$ cat src/rtl/tx_jesd204b_pkg.sv
// Shared constants, state encoding and sizing helper for the JESD204B transmit link controller.
package tx_jesd204b_pkg;

  // 8b/10b control characters used by the link layer.
  localparam logic [7:0] K28_5 = 8'hBC;
  localparam logic [7:0] K28_0 = 8'h1C;
  localparam logic [7:0] K28_3 = 8'h7C;
  localparam logic [7:0] K28_4 = 8'h9C;

  typedef enum logic [1:0] {
    ST_CGS  = 2'd0,
    ST_ILAS = 2'd1,
    ST_DATA = 2'd2
  } link_state_e;

  // Width of a counter that must hold values 0..n-1 (never narrower than one bit).
  function automatic int cnt_width(input int n);
    return (n <= 1) ? 1 : $clog2(n);
  endfunction

endpackage

$ cat src/rtl/tx_jesd204b_link_ctrl_sync_req_filter.sv
// SYNC~ synchroniser plus low-run classifier: long runs are resync requests,
// short runs that end while the link is up are error reports and are counted.
module sync_req_filter
  import tx_jesd204b_pkg::*;
#(
  parameter int SYNC_REQ_LEN = 4
) (
  input  logic       clk,
  input  logic       rst_n,
  input  logic       sync_n,
  input  logic       count_en,
  output logic       sync_s,
  output logic       resync,
  output logic       err_pulse,
  output logic [7:0] err_cnt
);

  localparam int RW = cnt_width(SYNC_REQ_LEN + 1);
  localparam logic [RW-1:0] RUN_MAX = RW'(SYNC_REQ_LEN);
  localparam logic [RW-1:0] RUN_REQ = RW'(SYNC_REQ_LEN - 1);

  logic          sync_meta;
  logic [RW-1:0] run_cnt;

  // Two-flop synchroniser for the asynchronous SYNC~ input.
  always_ff @(posedge clk or negedge rst_n) begin
    if (!rst_n) begin
      sync_meta <= 1'b0;
      sync_s    <= 1'b0;
    end else begin
      sync_meta <= sync_n;
      sync_s    <= sync_meta;
    end
  end

  // Length of the current low run of sync_s, saturating once it qualifies as a request.
  always_ff @(posedge clk or negedge rst_n) begin
    if (!rst_n) begin
      run_cnt <= '0;
    end else if (!sync_s) begin
      if (run_cnt != RUN_MAX) run_cnt <= run_cnt + 1'b1;
    end else begin
      run_cnt <= '0;
    end
  end

  // The current cycle is the SYNC_REQ_LEN-th consecutive low one, or later.
  assign resync    = !sync_s && (run_cnt >= RUN_REQ);
  // A short run has just ended while the link is in ILAS or DATA.
  assign err_pulse = sync_s && count_en && (run_cnt != '0) && (run_cnt < RUN_MAX);

  // Saturating count of error reports.
  always_ff @(posedge clk or negedge rst_n) begin
    if (!rst_n) begin
      err_cnt <= 8'd0;
    end else if (err_pulse && (err_cnt != 8'hFF)) begin
      err_cnt <= err_cnt + 1'b1;
    end
  end

endmodule

$ cat src/rtl/tx_jesd204b_link_ctrl.sv
// Multi-lane JESD204B transmit link controller: free-running LMFC, CGS -> ILAS -> DATA
// sequencing from SYNC~, per-lane ILAS octet generation and registered lane outputs.
module tx_jesd204b_link_ctrl
  import tx_jesd204b_pkg::*;
#(
  parameter int         LANES        = 2,
  parameter int         F            = 2,
  parameter int         K            = 16,
  parameter int         ILAS_MF      = 4,
  parameter logic [7:0] DID          = 8'h5A,
  parameter int         SYNC_REQ_LEN = 4
) (
  input  logic               clk,
  input  logic               rst_n,
  input  logic               i_sync_n,
  input  logic [LANES*8-1:0] i_data,
  output logic               o_ready,
  output logic [LANES*8-1:0] o_data,
  output logic [LANES-1:0]   o_k,
  output logic               o_lmfc,
  output logic [1:0]         o_state,
  output logic [7:0]         o_err_cnt
);

  localparam int FK = F * K;
  localparam int OW = cnt_width(F);
  localparam int FW = cnt_width(K);
  localparam int PW = cnt_width(FK);
  localparam int MW = cnt_width(ILAS_MF + 1);

  localparam logic [OW-1:0] OCT_LAST  = OW'(F - 1);
  localparam logic [FW-1:0] FRM_LAST  = FW'(K - 1);
  localparam logic [PW-1:0] POS_LAST  = PW'(FK - 1);
  localparam logic [PW-1:0] POS_K28_4 = PW'(1);
  localparam logic [PW-1:0] POS_DID   = PW'(2);
  localparam logic [PW-1:0] POS_LANE  = PW'(3);
  localparam logic [MW-1:0] MF_CFG    = MW'(1);
  localparam logic [MW-1:0] MF_DONE   = MW'(ILAS_MF);

  if (LANES < 1 || LANES > 8 || F < 1 || F > 256 || K < 1 || K > 32 ||
      FK < 5 || ILAS_MF < 2 || SYNC_REQ_LEN < 2) begin : g_param_check
    $error("tx_jesd204b_link_ctrl: unsupported parameter combination");
  end

  link_state_e        state, nxt;
  logic [OW-1:0]      oct_cnt;
  logic [FW-1:0]      frm_cnt;
  logic [PW-1:0]      pos_cnt;
  logic [MW-1:0]      mf_cnt, mf_nxt, m_eff;
  logic               boundary;
  logic               sync_s, resync, count_en, err_pulse_unused;
  logic [7:0]         ctrl_octet, ramp;
  logic               ctrl_k, lane_idx_sel;
  logic [LANES*8-1:0] lane_data;

  // The error pulse is kept available for a future status interrupt; only the count leaves this block.
  assign count_en = (state != ST_CGS);

  sync_req_filter #(
    .SYNC_REQ_LEN(SYNC_REQ_LEN)
  ) u_sync_req_filter (
    .clk      (clk),
    .rst_n    (rst_n),
    .sync_n   (i_sync_n),
    .count_en (count_en),
    .sync_s   (sync_s),
    .resync   (resync),
    .err_pulse(err_pulse_unused),
    .err_cnt  (o_err_cnt)
  );

  // Free-running octet, frame and multiframe-position counters; they ignore the link state.
  always_ff @(posedge clk or negedge rst_n) begin
    if (!rst_n) begin
      oct_cnt <= '0;
      frm_cnt <= '0;
      pos_cnt <= '0;
    end else begin
      if (oct_cnt == OCT_LAST) begin
        oct_cnt <= '0;
        frm_cnt <= (frm_cnt == FRM_LAST) ? '0 : frm_cnt + 1'b1;
      end else begin
        oct_cnt <= oct_cnt + 1'b1;
      end
      pos_cnt <= (pos_cnt == POS_LAST) ? '0 : pos_cnt + 1'b1;
    end
  end

  assign boundary = (oct_cnt == '0) && (frm_cnt == '0);
  assign ramp     = 8'(pos_cnt);

  // Next link state; a resync request overrides any LMFC-driven transition.
  always_comb begin
    nxt = state;
    case (state)
      ST_CGS:  if (boundary && sync_s) nxt = ST_ILAS;
      ST_ILAS: if (boundary && (mf_cnt == MF_DONE)) nxt = ST_DATA;
      ST_DATA: nxt = ST_DATA;
      default: nxt = ST_CGS;
    endcase
    if (resync && (state != ST_CGS)) nxt = ST_CGS;
  end

  // ILAS multiframe index of the octet being emitted, and its value for the next octet.
  always_comb begin
    m_eff  = (state == ST_ILAS) ? mf_cnt : '0;
    mf_nxt = '0;
    if (nxt == ST_ILAS) mf_nxt = (pos_cnt == POS_LAST) ? m_eff + 1'b1 : m_eff;
  end

  // Lane-common control octet for CGS and ILAS; the lane-index slot is resolved per lane.
  always_comb begin
    ctrl_octet   = K28_5;
    ctrl_k       = 1'b1;
    lane_idx_sel = 1'b0;
    case (nxt)
      ST_ILAS: begin
        ctrl_octet = ramp;
        ctrl_k     = 1'b0;
        if (pos_cnt == '0) begin
          ctrl_octet = K28_0;
          ctrl_k     = 1'b1;
        end else if (pos_cnt == POS_LAST) begin
          ctrl_octet = K28_3;
          ctrl_k     = 1'b1;
        end else if (m_eff == MF_CFG) begin
          if (pos_cnt == POS_K28_4) begin
            ctrl_octet = K28_4;
            ctrl_k     = 1'b1;
          end else if (pos_cnt == POS_DID) begin
            ctrl_octet = DID;
          end else if (pos_cnt == POS_LANE) begin
            lane_idx_sel = 1'b1;
          end
        end
      end
      ST_DATA: ctrl_k = 1'b0;
      default: ;
    endcase
  end

  for (genvar n = 0; n < LANES; n++) begin : g_lane
    localparam logic [7:0] LANE_ID = 8'(n);
    assign lane_data[8*n +: 8] = (nxt == ST_DATA) ? i_data[8*n +: 8] :
                                 (lane_idx_sel ? LANE_ID : ctrl_octet);
  end

  // Output registers and link state; the octet emitted always belongs to the state being entered.
  always_ff @(posedge clk or negedge rst_n) begin
    if (!rst_n) begin
      state   <= ST_CGS;
      mf_cnt  <= '0;
      o_data  <= '0;
      o_k     <= '0;
      o_ready <= 1'b0;
      o_lmfc  <= 1'b0;
    end else begin
      state   <= nxt;
      mf_cnt  <= mf_nxt;
      o_data  <= lane_data;
      o_k     <= {LANES{ctrl_k}};
      o_ready <= (nxt == ST_DATA);
      o_lmfc  <= boundary;
    end
  end

  assign o_state = state;

endmodule

$ cat config.mk
export PLATFORM = sky130hd
export DESIGN_NAME = tx_jesd204b_link_ctrl
export DESIGN_NICKNAME = d
export VERILOG_FILES = /design/src/rtl/tx_jesd204b_pkg.sv /design/src/rtl/tx_jesd204b_link_ctrl_sync_req_filter.sv /design/src/rtl/tx_jesd204b_link_ctrl.sv
export SDC_FILE = /design/constraint.sdc
export NUM_CORES = 1
export LEC_CHECK = 0
export CORE_AREA = 4 4 106 98
export DETAILED_ROUTE_END_ITERATION = 8
export DIE_AREA = 0 0 110 102
export SKIP_LAST_GASP = 1
export SLEW_MARGIN = 20
export SYNTH_ARGS = -nofsm -noshare
export SYNTH_HDL_FRONTEND = slang
export SYNTH_SLANG_ARGS = --single-unit
$ cat constraint.sdc
create_clock -name clk -period 2.9 [get_ports clk]
set_input_delay 0.29 -clock clk [delete_from_list [all_inputs] [get_ports clk]]
set_output_delay 0.29 -clock clk [all_outputs]
set_load 0.005 [all_outputs]
## Word level (Yosys, flattened, before mapping)

Cells that the tools add are included.

| storage, ports and cells | value |
|---|---|
| output and inout bits | 30 |
| input bits | 19 |
| register bits after elaboration | 47 |

| cells by class | value |
|---|---|
| reduce and logical (&&, ||, !) cells | 16 |
| bitwise operators | 1 |
| $add $sub $neg | 6 |
| mux-type cells | 34 |
| equality and inequality tests | 13 |
| order comparisons | 2 |

Operators by type and width:

| operator | count |
|---|---|
| 8-bit two-way mux | 9 |
| 3-bit two-way mux | 5 |
| 1-bit two-way mux | 12 |
| 5-bit by 2-bit == test with 1-bit output (second input constant) | 2 |
| 1-bit logical AND | 9 |
| 8-bit by 1-bit adder with 8-bit output (second input constant) | 1 |
| 8-bit != test (second input constant) | 1 |
| 7-bit two-way mux | 1 |
| 3-bit by 1-bit adder with 3-bit output (second input constant) | 2 |
| 2-bit two-way mux | 3 |
| 2-bit one-hot mux with 3 select lines | 1 |
| 5-bit by 1-bit adder with 5-bit output (second input constant) | 1 |
| 5-bit by 1-bit == test with 1-bit output (second input constant) | 1 |
| 5-bit == test (second input constant) | 1 |
| 5-bit zero test | 1 |
| 5-bit two-way mux | 1 |
| 4-bit by 1-bit adder with 4-bit output (second input constant) | 1 |
| 2-bit by 1-bit == test with 1-bit output (second input constant) | 2 |
| 2-bit == test (second input constant) | 2 |
| 4-bit == test (second input constant) | 1 |
| 4-bit zero test | 1 |
| 4-bit two-way mux | 1 |
| 2-bit nonzero test | 2 |
| 3-bit by 1-bit == test with 1-bit output (second input constant) | 1 |
| other kinds (10) | 10 |

## Logic depth before layout (Yosys ltp)

Gate-level depths: netlist (run 1).

| depth | value |
|---|---|
| depth after elaboration | 10 |
| mapped depth | 8 |
| depth with buffers taken out | 7 |

## Hierarchy

From an unflattened synthesis (run 1), not the netlist that was laid out.

| unflattened totals | value |
|---|---|
| cells, all modules | 203 |
| area total of the unflattened synthesis | 2242.2 µm² |

Modules (own cells, without submodules):

| module | instances | cells each | sequential area each (µm²) | area each (µm²) |
|---|---|---|---|---|
| tx_jesd204b_link_ctrl | 1 | 146 | 850.8 | 1612.8 |
| sync_req_filter | 1 | 57 | 325.3 | 629.4 |

## Worst setup path after synthesis (run 1)

OpenSTA, ideal clock, no wires.

| timing path | value |
|---|---|
| path type | reg2reg |
| start point | register state[0] (netlist: o_state[0]) |
| end point | register o_data[0] |
| path buffers | 0 |
| data required time | 2.772 ns |
| cell stages (with the launch flop) | 8 |
| setup slack | 0.812 ns |
| arrival time | 1.961 ns |
| setup time | 0.128 ns |
| cells stage by stage | dfrtp_1 -> nor2b_1 -> and2_1 -> ha_1 -> or3b_4 -> or4_1 -> o2111ai_1 -> a2bb2oi_1 |

| between the ends | value |
|---|---|
| cells in the longest elaborated chain, start to end | 9 |

Ends and longest elaborated chain:

| item | line | RTL |
|---|---|---|
| start: declaration | tx_jesd204b_link_ctrl.sv:45 | `link_state_e state, nxt;` |
| start signal: assignment | tx_jesd204b_link_ctrl.sv:158 | `state <= nxt;` |
| 2-bit by 1-bit == test with 1-bit output | tx_jesd204b_link_ctrl.sv:95, tx_jesd204b_link_ctrl.sv:106 |  |
| 3-bit two-way mux | tx_jesd204b_link_ctrl.sv:106 | `m_eff = (state == ST_ILAS) ? mf_cnt : '0;` |
| 3-bit by 1-bit == test with 1-bit output | tx_jesd204b_link_ctrl.sv:126 | `end else if (m_eff == MF_CFG) begin` |
| 8-bit two-way mux / 1-bit two-way mux (equally long branches) | tx_jesd204b_link_ctrl.sv:126 |  |
| 8-bit two-way mux / 1-bit two-way mux (equally long branches) | tx_jesd204b_link_ctrl.sv:123 | `end else if (pos_cnt == POS_LAST) begin` |
| 8-bit two-way mux / 1-bit two-way mux (equally long branches) | tx_jesd204b_link_ctrl.sv:120 | `if (pos_cnt == '0) begin` |
| 8-bit two-way mux / 1-bit two-way mux (equally long branches) | tx_jesd204b_link_ctrl.sv:116 | `case (nxt)` |
| 8-bit two-way mux | tx_jesd204b_link_ctrl.sv:145 | `(lane_idx_sel ? LANE_ID : ctrl_octet);` |
| 8-bit two-way mux * | tx_jesd204b_link_ctrl.sv:144 | `assign lane_data[8*n +: 8] = (nxt == ST_DATA) ? i_data[8*n +: 8] :` |
| net lane_data[0] | tx_jesd204b_link_ctrl.sv:54 | `logic [LANES*8-1:0] lane_data;` |
| end signal: assignment | tx_jesd204b_link_ctrl.sv:160 | `o_data <= lane_data;` |
| end: declaration | tx_jesd204b_link_ctrl.sv:18 | `output logic [LANES*8-1:0] o_data,` |

The timed path passes the listed nets; every way through them passes the cells marked *.
A chain may end at the register's enable or synchronous reset.

## Worst setup path in the final report (run 1)

| timing path | value |
|---|---|
| start point | register state[0] (netlist: o_state[0]) |
| end point | register o_data[4] |

Same word-level chain as after synthesis.

==> results.md, run 1 <==
- Clock-pin slew on the worst setup and hold paths: 80 ps
- Final wirelength: 4960 um
- Number of placed I/O pins: a little under 50
- Critical path class: flip-flop to flip-flop
- Clk_lat worst skew: 290 ps
- Data required, critical path: 3130 ps
- Die width: 110 um
- Fmax: 0.4358 GHz
- Initial Util: approximately a quarter
- Layout Nets: 281
- Synth Cell Area: 2275 um2
- Async SR Flop Fraction: 100.0%
- Number of post-CTS setup repair buffers: 0
- WHS: -12.49 ps
- First-pass GRT wire length: between 7000 and 8000 um
- Synth Area in Adders: 7.151%
- Routability Congestion: just over 0.8
- TritonCTS clock tree: yes
- Simple-gate share of the synthesized area: between 10% and 20%
- Max-slew violation count: 0
- Setup crit end kind: flip-flop
- Post-cts repair resize count: 0
- CP Max Fanout: 7
- Vias in the first global route: approximately 1600
- HPWL after DPL: approximately 3800 um
- Failing checks: negative hold slack
- Distinct cell type count after synthesis: 50
- Vias per cell: about 4.5
- Final ANT Viol Nets: 0
- Syn Nets: 231
- Largest family of logic cells by synthesized area: simple AND/OR/NAND/NOR gates
- Core area: about 9400 um2
- PD cells: approximately 570 nW/um2
- Placed Cells: between 300 and 400
- CTS sink count: between 40 and 50
- Grt total ovfl: 0
- Root buffer cell: clkbuf_8
- FP Rows: 34
- Largest net degree at the start of global routing: 48
- Wire per inst: between 10 and 15 um
- ANT cells: 0
- Synth Area in Compound Gates: 12.65%
- Port Buffer Count: 48
- Drt pass-1 iters: 4
- Max VDD drop: between 0.15 and 0.2 mV
- Number of CTS-inserted buffers: 5
- EDFF count, synth: 0
- CP startpoint kind: flip-flop
- Crit share post-route: around 79%
- Min-delay worst type: primary input to asynchronous set/reset pin
- Hold-fix buffers, CTS: 0
- Drt first-iter violations: slightly above 90
- Synthesis-to-layout area growth: 30.91%
- Pin slew with the least headroom to its limit: slightly below 600 ps
- Final cell count without fillers: about 380
- Worst endpoint data arrival time: between 2000 and 3000 ps
- Via count: between 1500 and 2000
- Die area: 11220 um2
- RSZ-0062 raised after global routing: false
- Most frequent cells in the layout: 47 x dfrtp_1, 47 x clkdlybuf4s50_1, 14 x inv_1, 14 x nand3_1, 13 x ha_1
- Synth Register Bits: 47
- H-Tree Depth: 2
- Worst-case clock buffer depth: 2
- Avg Cell Area, Syn: approximately 11 um2
- Slew HR: 60.11%
- GRT Util Overall: 8.988%
- Mux cell area share after synthesis: less than 1%
- Cells after Synth: between 150 and 200
- Post-synth top flop: dfrtp_1
- Share of cells above drive strength 1: 7.600%
- Initial antenna violation count: 0
- Endpoints failing hold: 13
- Synth warn: 0
- Leak pwr: about 1.3 nW
- Post-route minimum period: roughly 2300 ps
- DIE HEIGHT: 102 um
- Synth Area in XOR/XNOR: under 10%
- Finish-stage setup viols: 0
- Max Cap Violations: 0
- Post-synthesis sequential area ratio: 51.71%
- Post-route DRC: 0
- Status: finished with violations
- Final Skew: between 3 and 4 ps
- Setup TNS: 0 ps
[final cells by class]
type	count	area, um2
multi-input cells	132	1010
flip-flops and latches	47	1176
well taps	126	157.7
repair buffers	48	478.0
clock buffers	8	100.1
inverters	15	56.30
fillers	947	6424
[synthesized netlist by cell type, types with 4 or more instances]
| library cell | n | area share (%) |
|---|---|---|
| a2bb2oi_1 | 5 | 1.9 |
| nand2_1 | 12 | 2.0 |
| xnor2_1 | 11 | 4.2 |
| o32a_1 | 4 | 1.8 |
| ha_1 | 13 | 7.2 |
| inv_1 | 14 | 2.3 |
| dfrtp_1 | 47 | 52 |
| nand4_1 | 6 | 1.7 |
| a21oi_1 | 4 | 0.88 |
| nor2_1 | 11 | 1.8 |
| nor2b_1 | 4 | 1.1 |
| nand3_1 | 14 | 3.1 |
[power breakdown]
group / internal (mW) / switching [mW]
combinational: 0.252 / 0.208
sequential: 0.740 / 0.0713
clock: 0.218 / 0.202
total: 1.21 / 0.481
[worst paths after layout]
check                                           end  depth (start not counted)  slack (ps)                   startpoint
min in group clk           u_sync_req_filter.sync_s                          0         350  u_sync_req_filter.sync_meta
max in group asynchronous                 mf_cnt[2]                          1        2500                        rst_n
hold reg to reg            u_sync_req_filter.sync_s                          0         350  u_sync_req_filter.sync_meta
hold / removal                              o_ready                          1         -10                        rst_n
setup / recovery                          o_data[4]                          6         610                   o_state[0]
setup reg to reg                          o_data[4]                          6         610                   o_state[0]
[sequential cells by signal, indices dropped and copies added (netlist names), 2 cells and up]
name and cells:
u_sync_req_filter.run_cnt 3, o_state 2, u_sync_req_filter.err_cnt 8, frm_cnt 4, o_data 16, pos_cnt 5, mf_cnt 3
[layer usage]
layer	global-route usage, %	up-vias	part of all wire [%]
met5	0	-	0
met3	3.222	6	5.5
met2	13.25	33	46
li1	-	813	-
met4	2.780	0	1.3
met1	12.33	825	47
[cells by family (layout without fill, tap and decap cells)]
kind of cell,Yosys count,count (layout)
AOI/OAI and AO/OA,34,34
xor gates and xnor gates,13,13
DFF,47,47
muxes,2,2
adders and majority gates,13,13
and+or+nand+nor,70,70
buffers and inverters,20,71
[metrics by stage]
| step | cell area (um2) | utilization (%) | hold WS [ps] | setup slack [ps] | total power [mW] |
|---|---|---|---|---|---|
| final | 2978 | 31.67 | -12.49 | 605.3 | 1.691 |
| after global routing | 2978 | 31.67 | 38.94 | 354.4 | 1.804 |
| after CTS | 2975 | 31.65 | 220.7 | 619.6 | 1.715 |
| after detailed placement | 2875 | 30.58 | 335.6 | 632.7 | 1.289 |
| after global placement | 2875 | 30.58 | 335.9 | 732.6 | 1.279 |
| after floorplan | 2275 | - | -5.591 | 811.6 | 1.049 |
[critical path, cell delays in order (launching register included)]
cell and delay, ps:
dfrtp_1 460, nor2b_1 220, and2_1 210, ha_1 180, or3b_4 400, o311ai_0 560, o22a_1 200
(Power assumes the default switching activity.)
==> run 2: changes to the inputs <==
==> constraint.sdc (replaced) <==
create_clock -name clk -period 1.87 [get_ports clk]
set_input_delay 0.187 -clock clk [delete_from_list [all_inputs] [get_ports clk]]
set_output_delay 0.187 -clock clk [all_outputs]
set_load 0.005 [all_outputs]
==> run 2 against run 1 <==
  * The run ends with negative setup slack left
  * Critical path depth unchanged
  * Via count increased by 15%
  * Fmax increased by 16%
  * Highest routed layer unchanged
  * Wire length increased by 19%
  * Worst setup slack got worse by 720 ps
  * Clock-buffer cell count decreased by 2
  * Sequential cell count unchanged
  * Cell area increased by 20%
  * Final cell count increased by 14%
==> results.md, run 2 (synthesis gave the netlist of run 1 again) <==
- Data required, critical path: 2060 ps (was 3130 ps)
- Final ANT Viol Nets: 0 (unchanged)
- WHS: 326.5 ps (was -12.49 ps)
- First-pass GRT wire length: 8963 um (was 7941 um)
- Max VDD drop: 0.3034 mV (was 0.1832 mV)
- Most flop-heavy register: o_data (unchanged)
- Clk_lat worst skew: 310 ps (was 290 ps)
- Drt first-iter violations: 106 (was 93)
- Finish-stage setup viols: 16 (was 0)
- Most frequent cells in the layout: 47 x dfrtp_1, 47 x clkdlybuf4s50_1, 45 x buf_4 (was 47 x dfrtp_1, 47 x clkdlybuf4s50_1, 14 x inv_1, 14 x nand3_1, 13 x ha_1)
- Max Cap Violations: 0 (unchanged)
- Leak pwr: 1.553 nW (was 1.259 nW)
- Port Buffer Count: 48 (unchanged)
- Worst-case clock buffer depth: 2 (unchanged)
- Worst-path cell chain: ha_2 -> ha_2 -> a211o_1 -> a221oi_4 -> o21ai_2 -> o32a_1 (was nor2b_1 -> and2_1 -> ha_1 -> or3b_4 -> o311ai_0 -> o22a_1)
- Post-route minimum period: 1986 ps (was 2295 ps)
- H-Tree Depth: 2 (unchanged)
- Worst endpoint data arrival time: 2180 ps (was 2530 ps)
- Via count: 1923 (was 1677)
- Failing checks: negative setup slack (was negative hold slack)
- GRT Util Overall: 10.12% (was 8.988%)
- Crit share post-route: 106.2% (was 79.13%)
- ANT cells: 0 (unchanged)
- Max-slew violation count: 0 (unchanged)
- Root buffer cell: clkbuf_8 (unchanged)
- Final wirelength: 5888 um (was 4960 um)
- Clock-pin slew on the worst setup and hold paths: 100 ps (was 80 ps)
- CP Max Fanout: 4 (was 7)
- Setup TNS: -1251 ps (was 0 ps)
- Critical path class: flip-flop to flip-flop (unchanged)
- Endpoints failing hold: 0 (was 13)
- Number of CTS-inserted buffers: 5 (unchanged)
- Share of cells above drive strength 1: 31.91% (was 7.600%)
- TritonCTS clock tree: yes (unchanged)
- R2r startpoint: u_sync_req_filter.run_cnt[0] (was o_state[0])
- Reg2Reg Depth: 6 (unchanged)
- Die width: 110 um (unchanged)
- Core area: 9402 um2 (unchanged)
- CTS sink count: 47 (unchanged)
- Internal reg-to-reg setup slack: -120 ps (was 610 ps)
- R2r endpoint: o_data[3] (was o_data[4])
- Vias in the first global route: 1837 (was 1614)
- Critical path's largest stage delay: 390 ps (was 560 ps)
- Initial Util: 24.19% (unchanged)
- Initial antenna violation count: 0 (unchanged)
- Fin util: 37.93% (was 31.67%)
- Grt total ovfl: 0 (unchanged)
- Registers with the most flip-flops: o_data: 16 flops, u_sync_req_filter.err_cnt: 8 flops, pos_cnt: 5 flops (unchanged)
- Min-delay worst type: primary input to asynchronous set/reset pin (unchanged)
- Wire per inst: 13.69 um (was 13.19 um)
- Setup crit end kind: flip-flop (unchanged)
- Slowest CP cell: dfrtp_1 (was o311ai_0)
- Slew HR: 68.06% (was 60.11%)
- Layout Nets: 335 (was 281)
- Vias per cell: 4.472 (was 4.460)
- PD cells: 836.0 nW/um2 (was 568.0 nW/um2)
- Routability Congestion: 0.8018 (was 0.8309)
- Max reg flops: 16 (unchanged)
- Synthesis-to-layout area growth: 56.77% (was 30.91%)
- Fmax: 0.5036 GHz (was 0.4358 GHz)
- Final Skew: 14.85 ps (was 3.566 ps)
- FP Rows: 34 (unchanged)
- RSZ-0062 raised after global routing: true (was false)
- Largest net degree at the start of global routing: 21 (was 48)
- CP startpoint kind: flip-flop (unchanged)
- Die area: 11220 um2 (unchanged)
- Post-route DRC: 0 (unchanged)
- HPWL after DPL: 4333 um (was 3822 um)
- Pin slew with the least headroom to its limit: 472.4 ps (was 590.8 ps)
- Final Worst Setup Slack: -115.8 ps (was 605.3 ps)
- Status: finished with violations (unchanged)
- Number of placed I/O pins: 49 (unchanged)
- Drt pass-1 iters: 4 (unchanged)
- DIE HEIGHT: 102 um (unchanged)
- Most used cell along the critical path: ha_2
run 2: cell type report:
cell class / count / area [um2]
fillers: 890 / 5836
multi-input cells: 132 / 1139
well taps: 126 / 157.7
repair buffers: 102 / 930.9
flip-flops and latches: 47 / 1176
clock buffers: 6 / 82.58
clock inverters: 2 / 16.27
inverters: 15 / 63.81
run 2: worst max-delay path by stage:
stage | from | to | slack (ps) | depth (start not counted)
after global routing | frm_cnt[0] | o_data[6] | -220 | 8
after floorplan | o_state[0] | o_data[0] | -140 | 7
final | u_sync_req_filter.run_cnt[0] | o_data[3] | -120 | 6
after detailed placement | o_state[1] | o_data[0] | -110 | 7
after global placement | o_state[1] | o_data[4] | -110 | 7
after CTS | o_state[1] | o_data[0] | -100 | 7
run 2: repair_timing:
action / in CTS / in global routing
pin swaps: 2 / 20
cloned: 0 / 0
resized for setup: 1 / 34
hold buffers: 1 / 0
setup endpoints to repair: 17 / 22
endpoints found under the hold margin: 15 / 0
buffers inserted: 3 / 12
run 2: per-layer routing:
metal / track usage, % / part of all wire [%] / vias to the layer above
met2: 15.44 / 47 / 49
li1: - / - / 933
met1: 14.26 / 46 / 932
met4: 3.356 / 1.9 / 0
met3: 2.148 / 4.6 / 9
met5: 0 / 0 / -
run 2: through the flow:
step / instances / power [mW] / area, um2 / setup slack [ps]
after floorplan: 199 / 1.632 / 2292 / -142.7
after global placement: 407 / 2.098 / 3198 / -110.3
after detailed placement: 407 / 2.120 / 3198 / -114.9
after CTS: 419 / 2.833 / 3329 / -98.19
after global routing: 430 / 3.143 / 3566 / -221.3
final: 430 / 2.981 / 3566 / -115.8
run 2: where the power goes:
part	internal, mW	switching, mW
logic	0.647	0.449
registers	1.15	0.0764
clock network	0.302	0.359
total	2.10	0.884
run 2: worst max-delay path: cells and delay by family, from the launching register on:
kind | cells | cell delay, ps
DFF | 1 | 390
AOI/OAI and AO/OA | 4 | 1140
adders and majority gates | 2 | 340
==> run 3: changes to the inputs <==
--- a/config.mk
+++ b/config.mk
@@ -5,9 +5,10 @@
 export SDC_FILE = /design/constraint.sdc
 export NUM_CORES = 1
 export LEC_CHECK = 0
-export CORE_AREA = 4 4 106 98
+export CORE_AREA = 4 4 82 76
 export DETAILED_ROUTE_END_ITERATION = 8
-export DIE_AREA = 0 0 110 102
+export DIE_AREA = 0 0 86 80
+export PLACE_DENSITY = 0.71
 export SKIP_LAST_GASP = 1
 export SLEW_MARGIN = 20
 export SYNTH_ARGS = -nofsm -noshare
==> run 3 against run 2 <==
  * The run still ends with negative setup slack left
  * Register-to-register slack is essentially flat
  * Cell area shrank 5.2%
  * Hold slack lost 12 ps
  * Combinational power shrank 10%
  * Total power shrank 5.5%
  * Critical path depth grew 1
  * Utilization grew 26 points
  * Largest cell class unchanged
==> results.md, run 3 (synthesis gave the netlist of run 1 again) <==
- Status: finished with violations (unchanged)
- Failing checks: negative setup slack (unchanged)
- Core area: 5286 um2 (was 9402 um2)
- Cell family with most CP delay: simple AND/OR/NAND/NOR gates (was compound AO/OA/AOI/OAI gates)
- Max Cap Violations: 0 (unchanged)
- CP startpoint kind: flip-flop (unchanged)
- Port Buffer Count: 48 (unchanged)
- Crit share post-route: 106.2% (about the same)
- Wire per inst: 14.56 um (was 13.69 um)
- Pin slew with the least headroom to its limit: 398.5 ps (was 472.4 ps)
- Share of cells above drive strength 1: 27.30% (was 31.91%)
- Initial Util: 43.03% (was 24.19%)
- Critical path class: flip-flop to flip-flop (unchanged)
- Max-slew violation count: 0 (unchanged)
- Endpoints failing hold: 0 (unchanged)
- Initial antenna violation count: 0 (unchanged)
- Multi-input logic area: 1149 um2 (was 1139 um2)
- First-pass GRT wire length: 8728 um (was 8963 um)
- CP Max Fanout: 4 (unchanged)
- Final Skew: 4.659 ps (was 14.85 ps)
- Slew HR: 73.10% (was 68.06%)
- Final ANT Viol Nets: 0 (unchanged)
- Routability Congestion: 0.8629 (was 0.8018)
- ANT cells: 0 (unchanged)
- Layout Nets: 324 (was 335)
- Final cell count without fillers: 360 (was 430)
- Total power: 2.816 mW (was 2.981 mW)
- Clk_lat worst skew: 300 ps (was 310 ps)
- Post-route minimum period: 1987 ps (was 1986 ps)
- Largest net degree at the start of global routing: 48 (was 21)
- Worst-path cell chain: nor2b_4 -> and2_4 -> ha_4 -> or3b_4 -> o311ai_0 -> buf_4 -> o22a_1 (was ha_2 -> ha_2 -> a211o_1 -> a221oi_4 -> o21ai_2 -> o32a_1)
- Grt total ovfl: 0 (unchanged)
- Worst endpoint data arrival time: 2230 ps (was 2180 ps)
- Crit path buf inv count: 1 (was 0)
- CTS sink count: 47 (unchanged)
- Fmax: 0.5034 GHz (was 0.5036 GHz)
- Fill cells: 424 (was 890)
- Max reg flops: 16 (unchanged)
- PD cells: 833.2 nW/um2 (was 836.0 nW/um2)
- Max VDD drop: 0.4300 mV (was 0.3034 mV)
- HPWL after DPL: 3848 um (was 4333 um)
- Most flop-heavy register: o_data (unchanged)
- Die area: 6880 um2 (was 11220 um2)
- Drt first-iter violations: 132 (was 106)
- Root buffer cell: clkbuf_8 (unchanged)
- Most frequent cells in the layout: 47 x dfrtp_1, 47 x clkdlybuf4s50_1, 38 x buf_4 (was 47 x dfrtp_1, 47 x clkdlybuf4s50_1, 45 x buf_4)
- Synthesis-to-layout area growth: 48.57% (was 56.77%)
- RSZ-0062 raised after global routing: true (unchanged)
- Number of CTS-inserted buffers: 5 (unchanged)
- Final Worst Setup Slack: -116.6 ps (was -115.8 ps)
- Setup crit end kind: flip-flop (unchanged)
- FP Rows: 25 (was 34)
- Vias in the first global route: 1796 (was 1837)
- Fin util: 63.93% (was 37.93%)
- Clock-pin slew on the worst setup and hold paths: 80 ps (was 100 ps)
- Vias per cell: 5.111 (was 4.472)
- Worst-case clock buffer depth: 2 (unchanged)
- Critical path's largest stage delay: 410 ps (was 390 ps)
- Post-route DRC: 0 (unchanged)
- Via count: 1840 (was 1923)
- Slowest CP cell: dfrtp_1 (unchanged)
- Min-delay worst type: primary input to flip-flop (was primary input to asynchronous set/reset pin)
- H-Tree Depth: 2 (unchanged)
- Die width: 86 um (was 110 um)
- DIE HEIGHT: 80 um (was 102 um)
- Data required, critical path: 2110 ps (was 2060 ps)
- Registers with the most flip-flops: o_data: 16 flops, u_sync_req_filter.err_cnt: 8 flops, pos_cnt: 5 flops (unchanged)
- Finish-stage setup viols: 10 (was 16)
- Leak pwr: 1.486 nW (was 1.553 nW)
- Drt pass-1 iters: 4 (unchanged)
- Finished Cell Area: 3379 um2 (was 3566 um2)
- Dpl ws: -139.2 ps (was -114.9 ps)
- GRT Util Overall: 16.12% (was 10.12%)
- Number of placed I/O pins: 49 (unchanged)
- Post-DP Area: 3109 um2 (was 3198 um2)
- Final wirelength: 5242 um (was 5888 um)
- TritonCTS clock tree: yes (unchanged)
- Register area: 1176 um2 (unchanged)
- Placed Cells: 346 (was 407)
-- run 3: cell types whose count changed in the layout (fill, tap and decap cells not counted), moves of 2 or more --
cell	previous run	this run
o31ai_1	1	3
nand2_2	2	0
a2bb2oi_2	4	1
o31ai_2	2	0
buf_4	45	38
buf_6	6	3
nand2_1	10	12
nor2_4	3	5
a2bb2oi_1	1	4
-- run 3: per-layer routing --
metal	vias up	part of all wire, %	GRT usage (%)
li1	900	-	-
met1	890	48	22.46
met2	43	46	24.58
met3	7	5.0	3.612
met4	0	1.6	5.696
met5	-	0	0
-- run 3: layout make-up --
| cell class | count | share of cell area (%) |
|---|---|---|
| inverter | 15 | 1.814 |
| sequential | 47 | 34.80 |
| tap | 67 | 2.481 |
| clock buffer | 6 | 2.147 |
| clock inverter | 2 | 0.3702 |
| timing repair buffer | 91 | 24.40 |
| multi-input combinational | 132 | 33.99 |
-- run 3: worst paths after layout --
check	from	endpoint	slack [ps]	cells past startpoint
hold / removal	i_sync_n	u_sync_req_filter.sync_meta	310	1
hold reg to reg	u_sync_req_filter.sync_meta	u_sync_req_filter.sync_s	350	0
setup / recovery	o_state[1]	o_data[12]	-120	7
min in group asynchronous	rst_n	u_sync_req_filter.err_cnt[0]	390	3
setup reg to reg	o_state[1]	o_data[12]	-120	7
max in group asynchronous	rst_n	o_data[5]	1250	3
-- run 3: what timing repair did --
| action | 4_1_cts | 5_1_grt |
|---|---|---|
| endpoints found under the hold margin | 47 | 0 |
| setup endpoints to repair | 19 | 21 |
| hold buffers | 1 | 0 |
| gates resized for setup | 8 | 20 |
| setup buffers | 1 | 4 |
| pin swaps | 5 | 8 |
-- run 3: power breakdown --
| part | total [mW] | switching [mW] | internal [mW] |
|---|---|---|---|
| combinational | 0.985 | 0.413 | 0.571 |
| sequential | 1.23 | 0.0830 | 1.15 |
| clock | 0.600 | 0.339 | 0.262 |
| total | 2.82 | 0.835 | 1.98 |
-- run 3: through the flow --
| step | hold WS (ps) | TNS (ps) |
|---|---|---|
| after floorplan | -108.6 | -211.9 |
| after global placement | 183.6 | -357.9 |
| after detailed placement | 187.9 | -886.4 |
| after CTS | 307.7 | -555.5 |
| after global routing | 311.1 | -2296 |
| final | 314.8 | -589.5 |
